==> config.mk <==
export PLATFORM = sky130hd
export DESIGN_NAME = i2c_write_master
export DESIGN_NICKNAME = d
export VERILOG_FILES = /design/src/rtl/i2c_write_master.sv
export SDC_FILE = /design/constraint.sdc
export NUM_CORES = 1
export LEC_CHECK = 0
export ABC_AREA = 1
export CAP_MARGIN = 0
export CORE_MARGIN = 5
export CORE_UTILIZATION = 34
export CTS_BUF_LIST = sky130_fd_sc_hd__clkbuf_2 sky130_fd_sc_hd__clkbuf_4 sky130_fd_sc_hd__clkbuf_8
export CTS_CLUSTER_DIAMETER = 60
export DETAILED_ROUTE_END_ITERATION = 10
export PLACE_DENSITY = 0.59
export SYNTH_ARGS = -nofsm -noshare
export SYNTH_HDL_FRONTEND = slang
export SYNTH_SLANG_ARGS = --single-unit
==> constraint.sdc <==
create_clock -name clk -period 1.82 [get_ports clk]
set_clock_uncertainty 0.15 [all_clocks]
set_input_delay 0.273 -clock clk [delete_from_list [all_inputs] [get_ports clk]]
set_output_delay 0.273 -clock clk [all_outputs]
set_load 0.01 [all_outputs]
==> src/rtl/i2c_write_master.sv <==
// I2C write-only master: START, 7-bit address + W, NUM_BYTES data bytes with
// ACK checks, then STOP. SCL is push-pull, SDA is open-drain via sda_oe.
module i2c_write_master #(
    parameter int CLK_DIV   = 4,
    parameter int NUM_BYTES = 2
) (
    input  logic                   clk,
    input  logic                   reset,
    input  logic                   start,
    input  logic [6:0]             dev_addr,
    input  logic [8*NUM_BYTES-1:0] data,
    input  logic                   sda_in,
    output logic                   scl,
    output logic                   sda_oe,
    output logic                   busy,
    output logic                   done,
    output logic                   ack_err
);
    localparam int CW = (CLK_DIV > 1) ? $clog2(CLK_DIV) : 1;
    localparam int BW = $clog2(NUM_BYTES + 1);

    typedef enum logic [2:0] {
        ST_IDLE, ST_START, ST_ADDR, ST_ACK, ST_DATA, ST_STOP
    } state_t;

    state_t                 state_q, state_d;
    logic [CW-1:0]          cnt_q, cnt_d;
    logic [1:0]             qtr_q, qtr_d;
    logic [2:0]             bit_q, bit_d;
    logic [BW-1:0]          byte_q, byte_d;
    logic [7:0]             shift_q, shift_d;
    logic [6:0]             addr_q, addr_d;
    logic [8*NUM_BYTES-1:0] data_q, data_d;
    logic                   scl_q, scl_d;
    logic                   sda_oe_q, sda_oe_d;
    logic                   busy_q, busy_d;
    logic                   done_q, done_d;
    logic                   ack_err_q, ack_err_d;

    logic cnt_end, slot_end;
    assign cnt_end  = (cnt_q == CW'(CLK_DIV - 1));
    assign slot_end = cnt_end && (qtr_q == 2'd3);

    always_comb begin
        state_d   = state_q;
        cnt_d     = cnt_q;
        qtr_d     = qtr_q;
        bit_d     = bit_q;
        byte_d    = byte_q;
        shift_d   = shift_q;
        addr_d    = addr_q;
        data_d    = data_q;
        busy_d    = busy_q;
        done_d    = 1'b0;
        ack_err_d = ack_err_q;
        scl_d     = 1'b1;
        sda_oe_d  = 1'b0;

        if (state_q != ST_IDLE) begin
            if (cnt_end) begin
                cnt_d = '0;
                qtr_d = qtr_q + 2'd1;
            end else begin
                cnt_d = cnt_q + CW'(1);
            end
        end

        case (state_q)
            ST_IDLE: begin
                if (start) begin
                    addr_d    = dev_addr;
                    data_d    = data;
                    ack_err_d = 1'b0;
                    busy_d    = 1'b1;
                    state_d   = ST_START;
                end
            end
            ST_START: begin
                if (slot_end) begin
                    state_d = ST_ADDR;
                    shift_d = {addr_q, 1'b0};
                    bit_d   = '0;
                end
            end
            ST_ADDR, ST_DATA: begin
                if (slot_end) begin
                    shift_d = {shift_q[6:0], 1'b0};
                    if (bit_q == 3'd7) begin
                        state_d = ST_ACK;
                        bit_d   = '0;
                    end else begin
                        bit_d = bit_q + 3'd1;
                    end
                end
            end
            ST_ACK: begin
                // Sample in the middle of SCL high, well clear of both edges.
                if (qtr_q == 2'd2 && cnt_end && sda_in) ack_err_d = 1'b1;
                if (slot_end) begin
                    // ack_err_q here can only come from this slot: any NACK aborts.
                    if (ack_err_q || byte_q == BW'(NUM_BYTES)) begin
                        state_d = ST_STOP;
                    end else begin
                        state_d = ST_DATA;
                        byte_d  = byte_q + BW'(1);
                        shift_d = data_q[8*NUM_BYTES-1 -: 8];
                        data_d  = data_q << 8;
                    end
                end
            end
            ST_STOP: begin
                if (slot_end) begin
                    state_d = ST_IDLE;
                    busy_d  = 1'b0;
                    done_d  = 1'b1;
                    byte_d  = '0;
                end
            end
            default: state_d = ST_IDLE;
        endcase

        // Outputs follow the next position so they line up with the registered state.
        case (state_d)
            ST_START: begin
                scl_d    = 1'b1;
                sda_oe_d = qtr_d[1];
            end
            ST_ADDR, ST_DATA: begin
                scl_d    = qtr_d[1];
                sda_oe_d = ~shift_d[7];
            end
            ST_ACK: begin
                scl_d    = qtr_d[1];
                sda_oe_d = 1'b0;
            end
            ST_STOP: begin
                scl_d    = (qtr_d != 2'd0);
                sda_oe_d = ~qtr_d[1];
            end
            default: begin
                scl_d    = 1'b1;
                sda_oe_d = 1'b0;
            end
        endcase
    end

    always_ff @(posedge clk) begin
        if (reset) begin
            state_q   <= ST_IDLE;
            cnt_q     <= '0;
            qtr_q     <= '0;
            bit_q     <= '0;
            byte_q    <= '0;
            shift_q   <= '0;
            addr_q    <= '0;
            data_q    <= '0;
            scl_q     <= 1'b1;
            sda_oe_q  <= 1'b0;
            busy_q    <= 1'b0;
            done_q    <= 1'b0;
            ack_err_q <= 1'b0;
        end else begin
            state_q   <= state_d;
            cnt_q     <= cnt_d;
            qtr_q     <= qtr_d;
            bit_q     <= bit_d;
            byte_q    <= byte_d;
            shift_q   <= shift_d;
            addr_q    <= addr_d;
            data_q    <= data_d;
            scl_q     <= scl_d;
            sda_oe_q  <= sda_oe_d;
            busy_q    <= busy_d;
            done_q    <= done_d;
            ack_err_q <= ack_err_d;
        end
    end

    assign scl     = scl_q;
    assign sda_oe  = sda_oe_q;
    assign busy    = busy_q;
    assign done    = done_q;
    assign ack_err = ack_err_q;
endmodule

==> qor.csv, run 1 <==
stage,metric,value,unit
outcome,status,"complete, no violations",
route,firstDrtPassIters,4,
cells_and_area,syn_to_final_growth,27.3,%
synth,synth_cell_type_count,31,
critical_path,crit_top_cell,nor2_1,
synth,synth_top_area_frac,0.436,
grt,grt_pass1_vias,2001,
floorplan,die_h,90.5,um
synth,synth_area,2200,sq um
synth,synth_fp_nets,332,
route,wire_per_inst,12.1,um
cells_and_area,fin_cells,418,
critical_path,startpoint,bit_q[1]$_SDFFE_PP0P_,
cells_and_area,num-nets-final,373,
placement,place_inst,410,
critical_path,crit_chain,ha_1 > ha_1 > nand3_2 > nand3_1 > nand2_1 > nor2_1 > nand2_1 > nand2_1 > nor2_1 > nor2_1 > nor2_1,
synth,yosys_most_used_dff,dfxtp_1,
critical_path,reg2reg_setup_slack,120,ps
grt,grt-ovfl-total,0,
critical_path,path_buf_inv,0,
critical_path,cp.arrival,1730,ps
hold_path,holdCritPathClass,register to register,
grt,grt.total_usage,0.129,
route,vias,2020,
critical_path,cp.required,1850,ps
power_and_ir_drop,vdd_drop_max,0.525,mV
sta,setup_violations,0,
route,route.detailed.drc,0,
cells_and_area,fillers,670,
clock_network,cts-htree-levels,2,
power_and_ir_drop,p_sw,0.000467,W
synth,synth_seq_area_share,0.436,
cells_and_area,drive_above_1_share,0.141,
synth,synthTopCellsByCount,"nand2_1, dfxtp_1, a21oi_1",
critical_path,r2r_end,sda_oe$_SDFF_PP0_,
critical_path,crit_path_max_fanout,3,
floorplan,ioPinCount,32,
sta,max_freq,589,MHz
critical_path,cp-endpoint,sda_oe$_SDFF_PP0_,
clock_network,clkLatencyLatePin,290,ps
floorplan,die-area,8190,sq um
cells_and_area,n_antenna_cell,0,
grt,grt_pass1_wl,9.01,mm
synth,syn_inst,299,
clock_network,cts_tree,done,
synth,yosysTopAreaCell,dfxtp_1,
synth,syn_area_per_cell,7.37,sq um
power_and_ir_drop,power_density,721,nW/um^2
critical_path,path_depth,11,
clock_network,path_clk_slew,90,ps
synth,yosys-top-cells-area,"dfxtp_1, nand2_1, a21oi_1",
sta,slew_headroom,0.759,
critical_path,worstReg2RegStart,bit_q[1]$_SDFFE_PP0P_,
floorplan,core_area,6310,sq um
placement,routabilityCongestion,0.857,
power_and_ir_drop,leakage,1.15,nW
synth,yosys_warnings,0,
floorplan,start_util,0.349,
sta,fin_crit_sh,0.933,
grt,grt_max_degree,34,
power_and_ir_drop,clkPwrFrac,0.331,
power_and_ir_drop,pwr-share-comb,0.115,
critical_path,r2r_cells,11,
placement,place_area,2670,sq um
synth,synth_edf_count,0,
clock_network,clkSinkCount,48,
cells_and_area,finish.instance_area,2810,sq um
synth,ys_seq_elements,48,
clock_network,root_buffer,clkbuf_8,
sta,timing.final.max_slew_violations,0,
clock_network,cts_setup_buffers,0,
placement,port_buffers,31,
job,drv_cap,0,
clock_network,cts_made_buffers,5,
grt,antenna_found_initial,0,
sta,worst_pin_slew,362,ps
power_and_ir_drop,swShare,0.231,
critical_path,path_delay_family,simple AND/OR/NAND/NOR gates,
critical_path,cpMaxStageDelayCell,dfxtp_1,
sta,period_minus_slack,1700,ps
floorplan,row_count,29,
floorplan,die_x,90.5,um
synth,synth_most_common_cell,nand2_1,
sta,finalHoldViolations,0,
route,routed_via_density,4.83,
route,ant_nets,0,
critical_path,slowest_delay,350,ps
critical_path,crit_path_end_kind,register,
power_and_ir_drop,seq_power_share,0.554,
critical_path,critical_path_class,register to register,
critical_path,critPathLaunchType,register,
synth,async_reset_ff_frac,0,
placement,dp_hpwl,3.79,mm
clock_network,cts-hold-fix-buffers,0,
clock_network,clockBufferDepth,2,
power_and_ir_drop,intPower,0.00156,W
route,drt_wl_total,5.04,mm
route,drt_iter0_markers,161,
metrics by stage:
step,hold WS [ps],TNS [ps],total power (W),util,setup slack [ps]
6_report,308,0,0.00202,0.444,123
2_1_floorplan,266,0,0.00126,-,234
4_1_cts,314,0,0.00204,0.439,74.3
5_1_grt,331,-11.1,0.00213,0.444,-11.1
3_3_place_gp,292,0,0.00137,0.424,80.5
3_5_place_dp,300,0,0.00137,0.424,78.6
placed cells by master, fill, tap and decap left out, types with 10 or more instances in the layout:
| master | count |
|---|---|
| a21oi_1 | 26 |
| a31oi_1 | 12 |
| buf_4 | 11 |
| clkdlybuf4s50_1 | 31 |
| dfxtp_1 | 45 |
| inv_1 | 19 |
| nand2_1 | 93 |
| nand3_1 | 10 |
| nor2_1 | 19 |
| o21ai_0 | 15 |
timing repair:
| action | CTS | global route |
|---|---|---|
| setup endpoints to repair | 0 | 21 |
| gates resized for setup | 0 | 9 |
| hold endpoints to repair | 0 | 0 |
per-layer routing:
layer	share of wire	GRT usage	vias to the layer above	wire length, um
li1	-	-	1073	-
met5	0	0	-	0
met4	0.015	0.0397	0	78
met1	0.49	0.181	890	2480
met2	0.44	0.199	49	2210
met3	0.054	0.0250	8	270
power groups by stage:
stage               clock (W)  sequential, W  combinational (W)
floorplan                   0        0.00114           0.000126
global placement            0        0.00114           0.000229
detailed placement          0        0.00114           0.000232
CTS                  0.000693        0.00112           0.000233
global route         0.000733        0.00113           0.000265
finish               0.000670        0.00112           0.000233
flip-flops by register name, summed over array words and instances, names as in the netlist, 2 cells and up:
register,cells
cnt_q,2
state_q,3
qtr_q,2
addr_q,7
bit_q,3
data_q,16
byte_q,2
shift_q,8
layout make-up:
class                           instances  area [sq um]  share of cell area
Inverter                               26          97.6              0.0348
Sequential cell                        48           965               0.344
Clock buffer                            8          97.6              0.0348
Tap cell                               77          96.3              0.0343
Timing Repair Buffer                   44           433               0.154
Multi-Input combinational cell        215          1120               0.398
how the worst min path moves through the flow:
stage,start,to,slack (ps),depth (start not counted)
after floorplan,dev_addr[0],addr_q[0]$_SDFFE_PP0P_,270,2
after global placement,addr_q[3]$_SDFFE_PP0P_,addr_q[3]$_SDFFE_PP0P_,290,2
after detailed placement,addr_q[3]$_SDFFE_PP0P_,addr_q[3]$_SDFFE_PP0P_,300,2
after CTS,addr_q[3]$_SDFFE_PP0P_,addr_q[3]$_SDFFE_PP0P_,310,2
after global routing,data_q[4]$_SDFFE_PP0P_,data_q[4]$_SDFFE_PP0P_,330,2
final,addr_q[3]$_SDFFE_PP0P_,addr_q[3]$_SDFFE_PP0P_,310,2
worst register-to-register path, delay by kind of cell (launching register included):
kind	cells	cell delay, ps
fa+ha+maj	2	380
flops	1	350
simple gates	9	710
cells by family after synthesis:
logic type / Yosys count / synth area share
adders and majority gates: 6 / 0.0341
xor gates and xnor gates: 1 / 0.00398
DFF: 48 / 0.436
buffers and inverters: 36 / 0.0710
AOI/OAI and AO/OA: 66 / 0.169
and+or+nand+nor: 142 / 0.286
(Power assumes the default switching activity.)
==> run 2: changes to the inputs <==
--- a/config.mk
+++ b/config.mk
@@ -7,7 +7,6 @@
 export LEC_CHECK = 0
 export ABC_AREA = 1
 export CAP_MARGIN = 0
-export CORE_MARGIN = 5
 export CORE_UTILIZATION = 34
 export CTS_BUF_LIST = sky130_fd_sc_hd__clkbuf_2 sky130_fd_sc_hd__clkbuf_4 sky130_fd_sc_hd__clkbuf_8
 export CTS_CLUSTER_DIAMETER = 60
==> run 2 against run 1 <==
  * Core utilization rose by 2.7 points
  * Non-clock buffer count did not move
  * Global-route usage rose by 3.3 points
  * Maximum frequency rose by 2.5%
  * Critical endpoint is now data_q[8]$_SDFFE_PP0P_
  * Total power rose by 19%
==> qor.csv, run 2 (synthesized netlist as in run 1, its figures left out) <==
stage,metric,value,unit,change
floorplan,die_h,82.5,um,-8.8%
sta,setup_violations,0,,unchanged
grt,top_usage_layer,met2,,
floorplan,ioPinCount,32,,unchanged
clock_network,cts_tree,done,,
placement,routabilityCongestion,0.849,,-0.98%
critical_path,cp.arrival,1740,ps,about the same
sta,timing.final.max_slew_violations,0,,unchanged
cells_and_area,drive_above_1_share,0.150,,+0.00880
critical_path,crit_chain,ha_4 > nand2_4 > nor2_2 > nand2_2 > nand2_4 > buf_12 > o21ai_0 > a31oi_1,,
cells_and_area,most-common-layout-cells,"nand2_1, dfxtp_1, clkdlybuf4s50_1",,
cells_and_area,n_antenna_cell,0,,unchanged
clock_network,clkSinkCount,48,,unchanged
route,vias,1996,,-1.2%
route,routed_via_density,4.80,,-0.71%
hold_path,holdCritPathClass,register to register,,
grt,grt.total_usage,0.162,,+0.0331
critical_path,crit_top_cell,nand2_4,,
critical_path,crit_path_end_kind,register,,
sta,fin_crit_sh,0.910,,-0.0223
floorplan,die-area,6810,sq um,-17%
grt,grtUsageMet3,0.0330,,+0.00797
sta,slew_headroom,0.717,,-0.0420
clock_network,clkLatencyLatePin,300,ps,about the same
grt,grt-ovfl-total,0,,unchanged
cells_and_area,top_register,data_q,,
sta,worst_pin_slew,425,ps,+62.5 ps
cells_and_area,fillers,650,,-3.0%
route,wire_per_inst,11.9,um,-1.0%
floorplan,die_x,82.5,um,-8.8%
critical_path,cp.required,1900,ps,+50 ps
cells_and_area,largest_reg_flops,16,,unchanged
clock_network,post_cts_resized,0,,unchanged
clock_network,cts-htree-levels,2,,unchanged
cells_and_area,syn_to_final_growth,30.4,%,
critical_path,crit_path_max_fanout,13,,+10
critical_path,slowest_delay,400,ps,+50 ps
route,drt_iter0_markers,95,,-41%
outcome,status,"complete, no violations",,
sta,finalHoldViolations,0,,unchanged
route,route.detailed.drc,0,,unchanged
sta,period_minus_slack,1660,ps,-40.6 ps
grt,use_met1,0.224,,+0.0432
route,drt_wl_total,4.97,mm,-1.5%
power_and_ir_drop,power_density,835,nW/um^2,+16%
critical_path,critical_path_class,register to register,,
placement,dp_hpwl,3.70,mm,-2.5%
cells_and_area,reg_top3,"data_q: 16 flops, shift_q: 8 flops, addr_q: 7 flops",,
floorplan,start_util,0.361,,+0.0125
job,drv_cap,0,,unchanged
route,firstDrtPassIters,4,,unchanged
sta,max_freq,604,MHz,+2.5%
critical_path,critPathLaunchType,register,,
grt,antenna_found_initial,0,,unchanged
floorplan,row_count,28,,-3.4%
route,ant_nets,0,,unchanged
power_and_ir_drop,leakage,1.17,nW,+2.2%
critical_path,cpMaxStageDelayCell,dfxtp_1,,
cells_and_area,seqCellArea,965,sq um,unchanged
cells_and_area,fin_cells,416,,-0.48%
clock_network,root_buffer,clkbuf_8,,
power_and_ir_drop,vdd_drop_max,0.405,mV,-23%
clock_network,cts-hold-fix-buffers,0,,unchanged
cells_and_area,multi_input_area,1130,sq um,+0.90%
power_and_ir_drop,total_power,0.00240,W,+19%
clock_network,path_clk_slew,90,ps,about the same
cells_and_area,num-nets-final,373,,unchanged
grt,grt_pass1_wl,8.38,mm,-7.0%
floorplan,core_area,6100,sq um,-3.4%
clock_network,clockBufferDepth,2,,unchanged
placement,port_buffers,31,,unchanged
grt,grt_max_degree,34,,unchanged
clock_network,cts_made_buffers,5,,unchanged
sta,whs,314,ps,+5.79 ps
placement,place_inst,408,,-0.49%
grt,met2_usage,0.259,,+0.0601
grt,grt_pass1_vias,1809,,-9.6%
cells_and_area,final_common_cell,nand2_1,,
clock_network,cts_setup_buffers,0,,unchanged
-- run 2: stage by stage --
step                      utilization  cell area (sq um)  setup slack [ps]  TNS, ps
after floorplan                     -               2200               234        0
after global placement          0.438               2670              73.1        0
after detailed placement        0.438               2670              76.9        0
after CTS                       0.464               2830              59.7        0
after global routing            0.471               2870             -7.16    -7.16
final                           0.471               2870               163        0
-- run 2: routing by layer --
metal | up-vias | routed length [um]
met1 | 885 | 2540
li1 | 1065 | -
met3 | 2 | 226
met2 | 44 | 2190
met5 | - | 0
met4 | 0 | 13
-- run 2: area by class of cell --
| class | count | share of cell area |
|---|---|---|
| tap | 75 | 0.0327 |
| clock buffer | 5 | 0.0239 |
| sequential | 48 | 0.336 |
| multi-input combinational | 215 | 0.392 |
| clock inverter | 3 | 0.0313 |
| timing repair buffer | 44 | 0.151 |
| inverter | 26 | 0.0340 |
-- run 2: worst max-delay path, delay by kind of cell (launching register included) --
kind            cells  cell delay [ps]
simple gates        4              470
compound gates      2              240
fa+ha+maj           1              210
flops               1              400
buf+inv             1              130
-- run 2: worst paths after layout --
path / from / to / slack, ps / cells after the start
max: cnt_q[0]$_SDFFE_PP0N_ / data_q[8]$_SDFFE_PP0P_ / 160 / 8
max reg2reg: cnt_q[0]$_SDFFE_PP0N_ / data_q[8]$_SDFFE_PP0P_ / 160 / 8
min: shift_q[0]$_SDFFE_PP0P_ / shift_q[0]$_SDFFE_PP0P_ / 310 / 2
min reg2reg: shift_q[0]$_SDFFE_PP0P_ / shift_q[0]$_SDFFE_PP0P_ / 310 / 2
-- run 2: where the power goes --
group	switching (W)	internal [W]	leakage (nW)
logic	0.000112	0.000121	0.701
registers	0.0000267	0.00110	0.393
clock network	0.000358	0.000687	0.0784
==> run 3: changes to the inputs <==
--- a/config.mk
+++ b/config.mk
@@ -7,11 +7,11 @@
 export LEC_CHECK = 0
 export ABC_AREA = 1
 export CAP_MARGIN = 0
-export CORE_UTILIZATION = 34
+export CORE_UTILIZATION = 56
 export CTS_BUF_LIST = sky130_fd_sc_hd__clkbuf_2 sky130_fd_sc_hd__clkbuf_4 sky130_fd_sc_hd__clkbuf_8
 export CTS_CLUSTER_DIAMETER = 60
 export DETAILED_ROUTE_END_ITERATION = 10
-export PLACE_DENSITY = 0.59
+export PLACE_DENSITY = 0.87
 export SYNTH_ARGS = -nofsm -noshare
 export SYNTH_HDL_FRONTEND = slang
 export SYNTH_SLANG_ARGS = --single-unit
==> run 3 against run 2 <==
  * First-iteration DRC count grew 130%
  * Global-route usage is 9.1 points higher
  * Design area decreased by 2.0%
  * Critical path depth rose by 1
  * Via count increased by 5.8%
  * Worst hold slack better by 2.5 ps
  * Clock-buffer cell count rose by 1
  * Combinational power up 4%
  * Register-to-register slack worse by 60 ps
  * Core utilization rose by 29 points
  * Largest power group unchanged
  * Total power shrank 11%
  * Highest routed layer unchanged
  * Die area down 38%
==> qor.csv, run 3 (synthesized netlist as in run 1, its figures left out) <==
stage,metric,value,unit,change
power_and_ir_drop,intPower,0.00165,W,-14%
cells_and_area,reg_top3,"data_q: 16 flops, shift_q: 8 flops, addr_q: 7 flops",,
cells_and_area,largest_reg_flops,16,,unchanged
placement,port_buffers,31,,unchanged
clock_network,cts_made_buffers,5,,unchanged
route,ant_nets,0,,unchanged
grt,top_usage_layer,met2,,
placement,dp_hpwl,3.49,mm,-5.6%
cells_and_area,fin_cells,390,,-6.3%
critical_path,crit_chain,ha_1 > ha_2 > nand3_2 > nand3_1 > nand3_2 > o21ai_0 > nor2_1 > nor2_1 > nor2_1,,
sta,setup_violations,0,,unchanged
clock_network,clkLatencyLatePin,310,ps,about the same
clock_network,cts_tree,done,,
sta,worst_pin_slew,437,ps,+12.0 ps
power_and_ir_drop,power_density,759,nW/um^2,-9.1%
floorplan,start_util,0.593,,+0.231
critical_path,crit_path_max_fanout,4,,-9
floorplan,die_h,64.7,um,-22%
critical_path,crit_path_end_kind,register,,
critical_path,path_buf_inv,0,,-1
cells_and_area,finish.instance_area,2820,sq um,-2.0%
sta,fin_crit_sh,0.941,,+0.0304
cells_and_area,final_common_cell,nand2_1,,
placement,place_inst,379,,-7.1%
power_and_ir_drop,clkPwrFrac,0.361,,-0.074
critical_path,crit_top_cell,nor2_1,,
critical_path,cp.arrival,1760,ps,+20 ps
grt,grt-ovfl-total,0,,unchanged
clock_network,root_buffer,clkbuf_8,,
placement,place_area,2620,sq um,-1.8%
floorplan,die_x,64.7,um,-22%
critical_path,critPathLaunchType,register,,
route,drt_wl_total,5.03,mm,+1.3%
sta,slew_headroom,0.709,,-0.00804
hold_path,holdCritPathClass,register to register,,
floorplan,die-area,4190,sq um,-38%
clock_network,path_clk_slew,90,ps,about the same
cells_and_area,n_antenna_cell,0,,unchanged
power_and_ir_drop,vdd_drop_max,0.578,mV,+43%
power_and_ir_drop,leakage,1.16,nW,-0.95%
clock_network,cts-htree-levels,2,,unchanged
route,drt_iter0_markers,220,,+130%
cells_and_area,num-nets-final,374,,+0.27%
outcome,status,"complete, no violations",,
sta,max_freq,584,MHz,-3.2%
route,routed_via_density,5.41,,+13%
critical_path,slowest_delay,350,ps,-50 ps
grt,grtUsageMet3,0.0440,,+0.0110
power_and_ir_drop,seq_power_share,0.525,,+0.058
cells_and_area,syn_to_final_growth,27.8,%,
grt,grt_pass1_vias,1760,,-2.7%
floorplan,row_count,22,,-21%
power_and_ir_drop,swShare,0.230,,+0.0229
power_and_ir_drop,p_sw,0.000491,W,-1.1%
grt,grt_max_degree,34,,unchanged
critical_path,cpMaxStageDelayCell,dfxtp_1,,
cells_and_area,drive_above_1_share,0.164,,+0.0142
route,firstDrtPassIters,5,,+1
sta,period_minus_slack,1710,ps,+55.3 ps
grt,grt_pass1_wl,8.08,mm,-3.6%
sta,finalHoldViolations,0,,unchanged
route,vias,2111,,+5.8%
job,drv_cap,0,,unchanged
clock_network,clkSinkCount,48,,unchanged
critical_path,reg2reg_setup_slack,110,ps,-60 ps
cells_and_area,fillers,301,,-54%
power_and_ir_drop,pwr-share-comb,0.114,,+0.017
grt,grt.total_usage,0.253,,+0.0912
floorplan,ioPinCount,32,,unchanged
sta,timing.final.max_slew_violations,0,,unchanged
critical_path,path_delay_family,simple AND/OR/NAND/NOR gates,,
grt,use_met1,0.346,,+0.122
route,wire_per_inst,12.9,um,+8.1%
critical_path,critical_path_class,register to register,,
cells_and_area,top_register,data_q,,
floorplan,core_area,3720,sq um,-39%
clock_network,clockBufferDepth,2,,unchanged
route,route.detailed.drc,0,,unchanged
placement,routabilityCongestion,0.824,,-3.0%
grt,antenna_found_initial,0,,unchanged
grt,met2_usage,0.392,,+0.133
critical_path,cp.required,1870,ps,-30 ps
cells_and_area,most-common-layout-cells,"nand2_1, dfxtp_1, clkdlybuf4s50_1",,
## run 3: changes by cell type in the layout (fill, tap and decap cells not counted), moves of 2 or more
| cell | change |
|---|---|
| buf_6 | +2 |
| bufinv_16 | -2 |
| dfxtp_1 | -3 |
| dfxtp_2 | +3 |
## run 3: worst paths after layout
kind                            cells after the start                      end                    from
worst max-delay path                                9        sda_oe$_SDFF_PP0_   bit_q[0]$_SDFFE_PP0P_
worst max register to register                      9        sda_oe$_SDFF_PP0_   bit_q[0]$_SDFFE_PP0P_
worst min-delay path                                2  shift_q[0]$_SDFFE_PP0P_  data_q[8]$_SDFFE_PP0P_
worst min register to register                      2  shift_q[0]$_SDFFE_PP0P_  data_q[8]$_SDFFE_PP0P_
## run 3: stage by stage
stage	TNS [ps]	utilization	setup WS [ps]	hold slack [ps]	total power, W
final	0	0.758	108	316	0.00214
after global routing	-30.9	0.758	-30.9	336	0.00222
after CTS	0	0.736	11.6	316	0.00212
after detailed placement	0	0.706	35.2	304	0.00137
after global placement	0	0.706	66.1	297	0.00137
after floorplan	0	-	234	266	0.00126
## run 3: cell type report
cell class | instances | area, sq um | share of cell area
repair buffers | 45 | 448 | 0.159
clock inverters | 2 | 35.0 | 0.0124
well taps | 48 | 60.1 | 0.0213
multi-input cells | 215 | 1130 | 0.401
clock buffers | 6 | 76.3 | 0.0271
inverters | 26 | 100 | 0.0355
flip-flops and latches | 48 | 968 | 0.344
## run 3: power by group through the flow
stage	logic (W)	registers [W]	clock network (W)
floorplan	0.000126	0.00114	0
global placement	0.000222	0.00114	0
detailed placement	0.000226	0.00114	0
CTS	0.000228	0.00112	0.000776
global route	0.000270	0.00113	0.000826
finish	0.000243	0.00112	0.000771
## run 3: routing by layer
| layer | vias to the layer above | routed length (um) |
|---|---|---|
| li1 | 1072 | - |
| met1 | 971 | 2370 |
| met2 | 58 | 2360 |
| met3 | 10 | 212 |
| met4 | 0 | 85 |
| met5 | - | 0 |
## run 3: worst register-to-register path: cells and delay by family, from the launching register on
family          cells  cell delay [ps]
simple gates        6              540
flops               1              350
compound gates      1              180
fa+ha+maj           2              390
## run 3: what timing repair did
| item | in CTS | in global routing |
|---|---|---|
| hold buffers | 0 | 0 |
| setup endpoints to repair | 0 | 25 |
| buffers inserted | 0 | 3 |
| gates resized for setup | 0 | 20 |
==> edit 1, RTL diff (config.mk and constraints of run 3) <==
The parameter `CLK_DIV` goes from 4 to 8.
--- a/src/rtl/i2c_write_master.sv
+++ b/src/rtl/i2c_write_master.sv
@@ -1,7 +1,7 @@
 // I2C write-only master: START, 7-bit address + W, NUM_BYTES data bytes with
 // ACK checks, then STOP. SCL is push-pull, SDA is open-drain via sda_oe.
 module i2c_write_master #(
-    parameter int CLK_DIV   = 4,
+    parameter int CLK_DIV   = 8,
     parameter int NUM_BYTES = 2
 ) (
     input  logic                   clk,
Behaviour: not the same (Yosys sat finds a counterexample within 10 cycles, from zero or initial values and one cycle with reset high).
==> edit 1 against run 3 <==
- worst hold slack about the same
- sequential cell count increased by 1
- first-iteration DRC count down 1.8%
- setup slack lost 0.063 ns
- wire length grew 12%
- maximum frequency is 3.5% lower
- area after synthesis up 5.6%
- cell area is 7.7% higher
- power grew 4.4%
- global-route usage up 0.87 points
- critical path depth rose by 2
==> edit 1: results (changes against run 3) <==
status: finished, final reports clean (unchanged)
sequential element share of the synthesized area: 42.2% (was 43.6%)
vias in the first global route: 1,895 (was 1,760)
synth top area cells: dfxtp_1 (42%), nand2_1 (15%), a21oi_1 (6.2%) (was dfxtp_1 (44%), nand2_1 (16%), a21oi_1 (5.9%))
worst-margin pin slew: 0.465 ns (was 0.437 ns)
Yosys cell types: 32 (was 31)
global-route wire length before repair: 8510 µm (was 8080 µm)
worst-path fanout max: 6 (was 4)
Synth top cells by count: nand2_1 (93), dfxtp_1 (49), a21oi_1 (29) (was nand2_1 (93), dfxtp_1 (48), a21oi_1 (26))
met2 WL: 2690 µm (was 2360 µm)
dpl hpwl: 3750 µm (was 3490 µm)
slowest CP cell: dfxtp_2 (was dfxtp_1)
Adder-Cell Fraction of Synth Area: 3.77% (was 3.41%)
GR Util met3: 5.34% (was 4.40%)
M2 GR Usage: 40.6% (was 39.2%)
post-synthesis xor/xnor area fraction: 0.377% (was 0.398%)
DR iter-0 viols: 216 (was 220)
All-Layer GR Usage: 26.2% (was 25.3%)
number of placed instances, taps included: 400 (was 379)
Leak: 1.27 nW (was 1.16 nW)
fin worst setup slack: 0.0451 ns (was 0.108 ns)
Synth Area in Compound Gates: 15.3% (was 16.9%)
start of the worst register-to-register path: cnt_q[0]$_SDFFE_PP0N_ (was bit_q[0]$_SDFFE_PP0P_)
vias per cell: 5.39 (was 5.41)
layout cells sized above 1: 17.6% (was 16.4%)
internal reg-to-reg setup slack: 0.05 ns (was 0.11 ns)
first drt pass iteration count: 4 (was 5)
-- edit 1: worst min-delay path by stage --
stage                                    endpoint  cells after the start  slack [ns]               startpoint
after floorplan            addr_q[2]$_SDFFE_PP0P_                      2        0.27              dev_addr[2]
after global placement     addr_q[0]$_SDFFE_PP0P_                      2        0.29   addr_q[0]$_SDFFE_PP0P_
after detailed placement  shift_q[2]$_SDFFE_PP0P_                      2        0.30  shift_q[2]$_SDFFE_PP0P_
after CTS                 shift_q[2]$_SDFFE_PP0P_                      2        0.32  shift_q[2]$_SDFFE_PP0P_
after global routing      shift_q[5]$_SDFFE_PP0P_                      2        0.33  shift_q[5]$_SDFFE_PP0P_
final                     shift_q[2]$_SDFFE_PP0P_                      2        0.32  shift_q[2]$_SDFFE_PP0P_
-- edit 1: cell type report --
class | count | area [µm²]
repair buffers | 54 | 503
inverters | 27 | 118
clock buffers | 7 | 90.1
flip-flops and latches | 49 | 985
well taps | 50 | 62.6
multi-input cells | 226 | 1240
clock inverters | 1 | 30.0
fillers | 272 | 967
-- edit 1: stage by stage --
| step | TNS [ns] | cell area (µm²) |
|---|---|---|
| after global placement | -0.0268 | 2770 |
| final | 0 | 3030 |
| after global routing | -0.0427 | 3030 |
| after floorplan | 0 | 2330 |
| after CTS | 0 | 2920 |
| after detailed placement | -0.346 | 2770 |
-- edit 1: power by group --
group / internal [mW] / switching, mW
clock network: 0.463 / 0.362
logic: 0.130 / 0.124
registers: 1.12 / 0.0300
total: 1.71 / 0.516
-- edit 1: tightest hold or removal path, delay by kind of cell, from the launching register on --
kind	cells	cell delay (ns)
flops	1	0.32
simple gates	1	0.06
compound gates	1	0.05
-- edit 1: repair_timing --
item,CTS,global route
setup endpoints to repair,16,19
pin swaps,1,9
setup buffers,0,6
resized for setup,7,17
==> edit 2, RTL diff (flow settings as in run 3) <==
Without the edit above. The 6 states of `state_t` get a one-hot encoding in 6 bits.
--- a/src/rtl/i2c_write_master.sv
+++ b/src/rtl/i2c_write_master.sv
@@ -19,8 +19,8 @@
     localparam int CW = (CLK_DIV > 1) ? $clog2(CLK_DIV) : 1;
     localparam int BW = $clog2(NUM_BYTES + 1);
 
-    typedef enum logic [2:0] {
-        ST_IDLE, ST_START, ST_ADDR, ST_ACK, ST_DATA, ST_STOP
+    typedef enum logic [5:0] {
+        ST_IDLE = 6'b000001, ST_START = 6'b000010, ST_ADDR = 6'b000100, ST_ACK = 6'b001000, ST_DATA = 6'b010000, ST_STOP = 6'b100000
     } state_t;
 
     state_t                 state_q, state_d;
Formal check against the unedited RTL: same outputs for any inputs over 10 cycles, from zero or initial values and one cycle with reset high; not proved beyond that.
==> edit 2 against run 3 <==
- cell area increased by 6.4%
- via count increased by 10%
- setup slack got worse by 0.11 ns
- sequential cell count increased by 3
- first-iteration DRC count decreased by 11%
- area after synthesis increased by 8.6%
- wire length increased by 15%
- power increased by 3.6%
- maximum frequency decreased by 5.8%
- largest cell class unchanged
==> edit 2: results (changes against run 3) <==
Synth top cells by count: nand2_1 (90), nor2_1 (53), dfxtp_1 (51) (was nand2_1 (93), dfxtp_1 (48), a21oi_1 (26))
Synthesized Nets: 369 (was 332)
largest net degree at the start of global routing: 33 (was 34)
placed standard-cell area: 2810 µm² (was 2620 µm²)
Pint: 1.65 mW (about the same)
vias per cell: 5.38 (was 5.41)
crit path DAT: 1.86 ns (was 1.76 ns)
Logic pwr share: 12.7% (was 11.4%)
post-place setup slack: 0.0714 ns (was 0.0352 ns)
dpl hpwl: 3890 µm (was 3490 µm)
Leak: 1.30 nW (was 1.16 nW)
slowest CP cell: dfxtp_1 (unchanged)
Max clock buf depth: 2 (unchanged)
WL/cell: 13.3 µm (was 12.9 µm)
status: finished, final reports clean (unchanged)
htree depth: 2 (unchanged)
vias in the first global route: 2,031 (was 1,760)
Psw: 0.564 mW (was 0.491 mW)
start of the worst register-to-register path: cnt_q[0]$_SDFFE_PP0N_ (was bit_q[0]$_SDFFE_PP0P_)
initial antenna violation count: 0 (unchanged)
first drt pass iteration count: 4 (was 5)
via count: 2,329 (was 2,111)
worst-path fanout max: 6 (was 4)
synth top area cells: dfxtp_1 (43%), nand2_1 (14%), nor2_1 (8.3%) (was dfxtp_1 (44%), nand2_1 (16%), a21oi_1 (5.9%))
Synth Area per Inst: 7.12 µm² (was 7.37 µm²)
final instance area: 3000 µm² (was 2820 µm²)
RD Place Congestion: 0.920 (was 0.824)
layout cells sized above 1: 14.9% (was 16.4%)
Clock net power: 0.715 mW (was 0.771 mW)
Max VDD drop: 0.549 mV (was 0.578 mV)
worst-margin pin slew: 0.372 ns (was 0.437 ns)
Layout Nets: 415 (was 374)
All-Layer GR Usage: 26.3% (was 25.3%)
Worst path max stage delay: 0.33 ns (was 0.35 ns)
sequential element share of the synthesized area: 42.7% (was 43.6%)
filler cell count: 295 (was 301)
DR iter-0 viols: 195 (was 220)
min-delay src: byte_q[1]$_SDFFE_PP0P_ (was data_q[8]$_SDFFE_PP0P_)
Yosys cell types: 27 (was 31)
[edit 2: area by class of cell]
type	instances	share of cell area (%)
clock buffer	7	3.21
tap	50	2.09
inverter	23	3.26
multi-input combinational	252	41.7
timing repair buffer	49	15.3
sequential	51	34.2
clock inverter	1	0.250
[edit 2: routing by layer]
layer | track usage [%] | share of wire (%) | vias to the layer above | wire, µm
met2 | 42.8 | 49 | 78 | 2830
li1 | - | - | 1180 | -
met4 | 12.8 | 2.9 | 0 | 168
met1 | 33.9 | 42 | 1051 | 2430
met3 | 4.05 | 6.0 | 20 | 345
met5 | 0 | 0 | - | 0
[edit 2: cells by family (layout without fill, tap and decap cells)]
logic type                 Yosys count  after routing  share of synthesized area (%)
AOI/OAI and AO/OA                   59             59                           13.1
xor gates and xnor gates             1              1                          0.366
adders and majority gates            6              6                           3.14
buffers and inverters               33             80                           6.17
DFF                                 51             51                           42.7
and+or+nand+nor                    186            186                           34.6
[edit 2: final timing paths]
check,endpoint,slack (ns),cells past startpoint
worst max register to register,sda_oe$_SDFF_PP0_,0.003,8
worst min-delay path,byte_q[1]$_SDFFE_PP0P_,0.31,2
worst max-delay path,sda_oe$_SDFF_PP0_,0.003,8
worst min register to register,byte_q[1]$_SDFFE_PP0P_,0.31,2
[edit 2: what timing repair did]
item / 4_1_cts / 5_1_grt
gates resized for setup: 0 / 12
setup buffers: 0 / 5
endpoints found under the hold margin: 0 / 0
setup endpoints to repair: 0 / 16
[edit 2: worst max-delay path, delay by kind of cell, from the launching register on]
| kind | cells | cell delay [ns] |
|---|---|---|
| simple gates | 4 | 0.44 |
| compound gates | 2 | 0.38 |
| flops | 1 | 0.33 |
| fa+ha+maj | 1 | 0.22 |
| buf+inv | 1 | 0.18 |
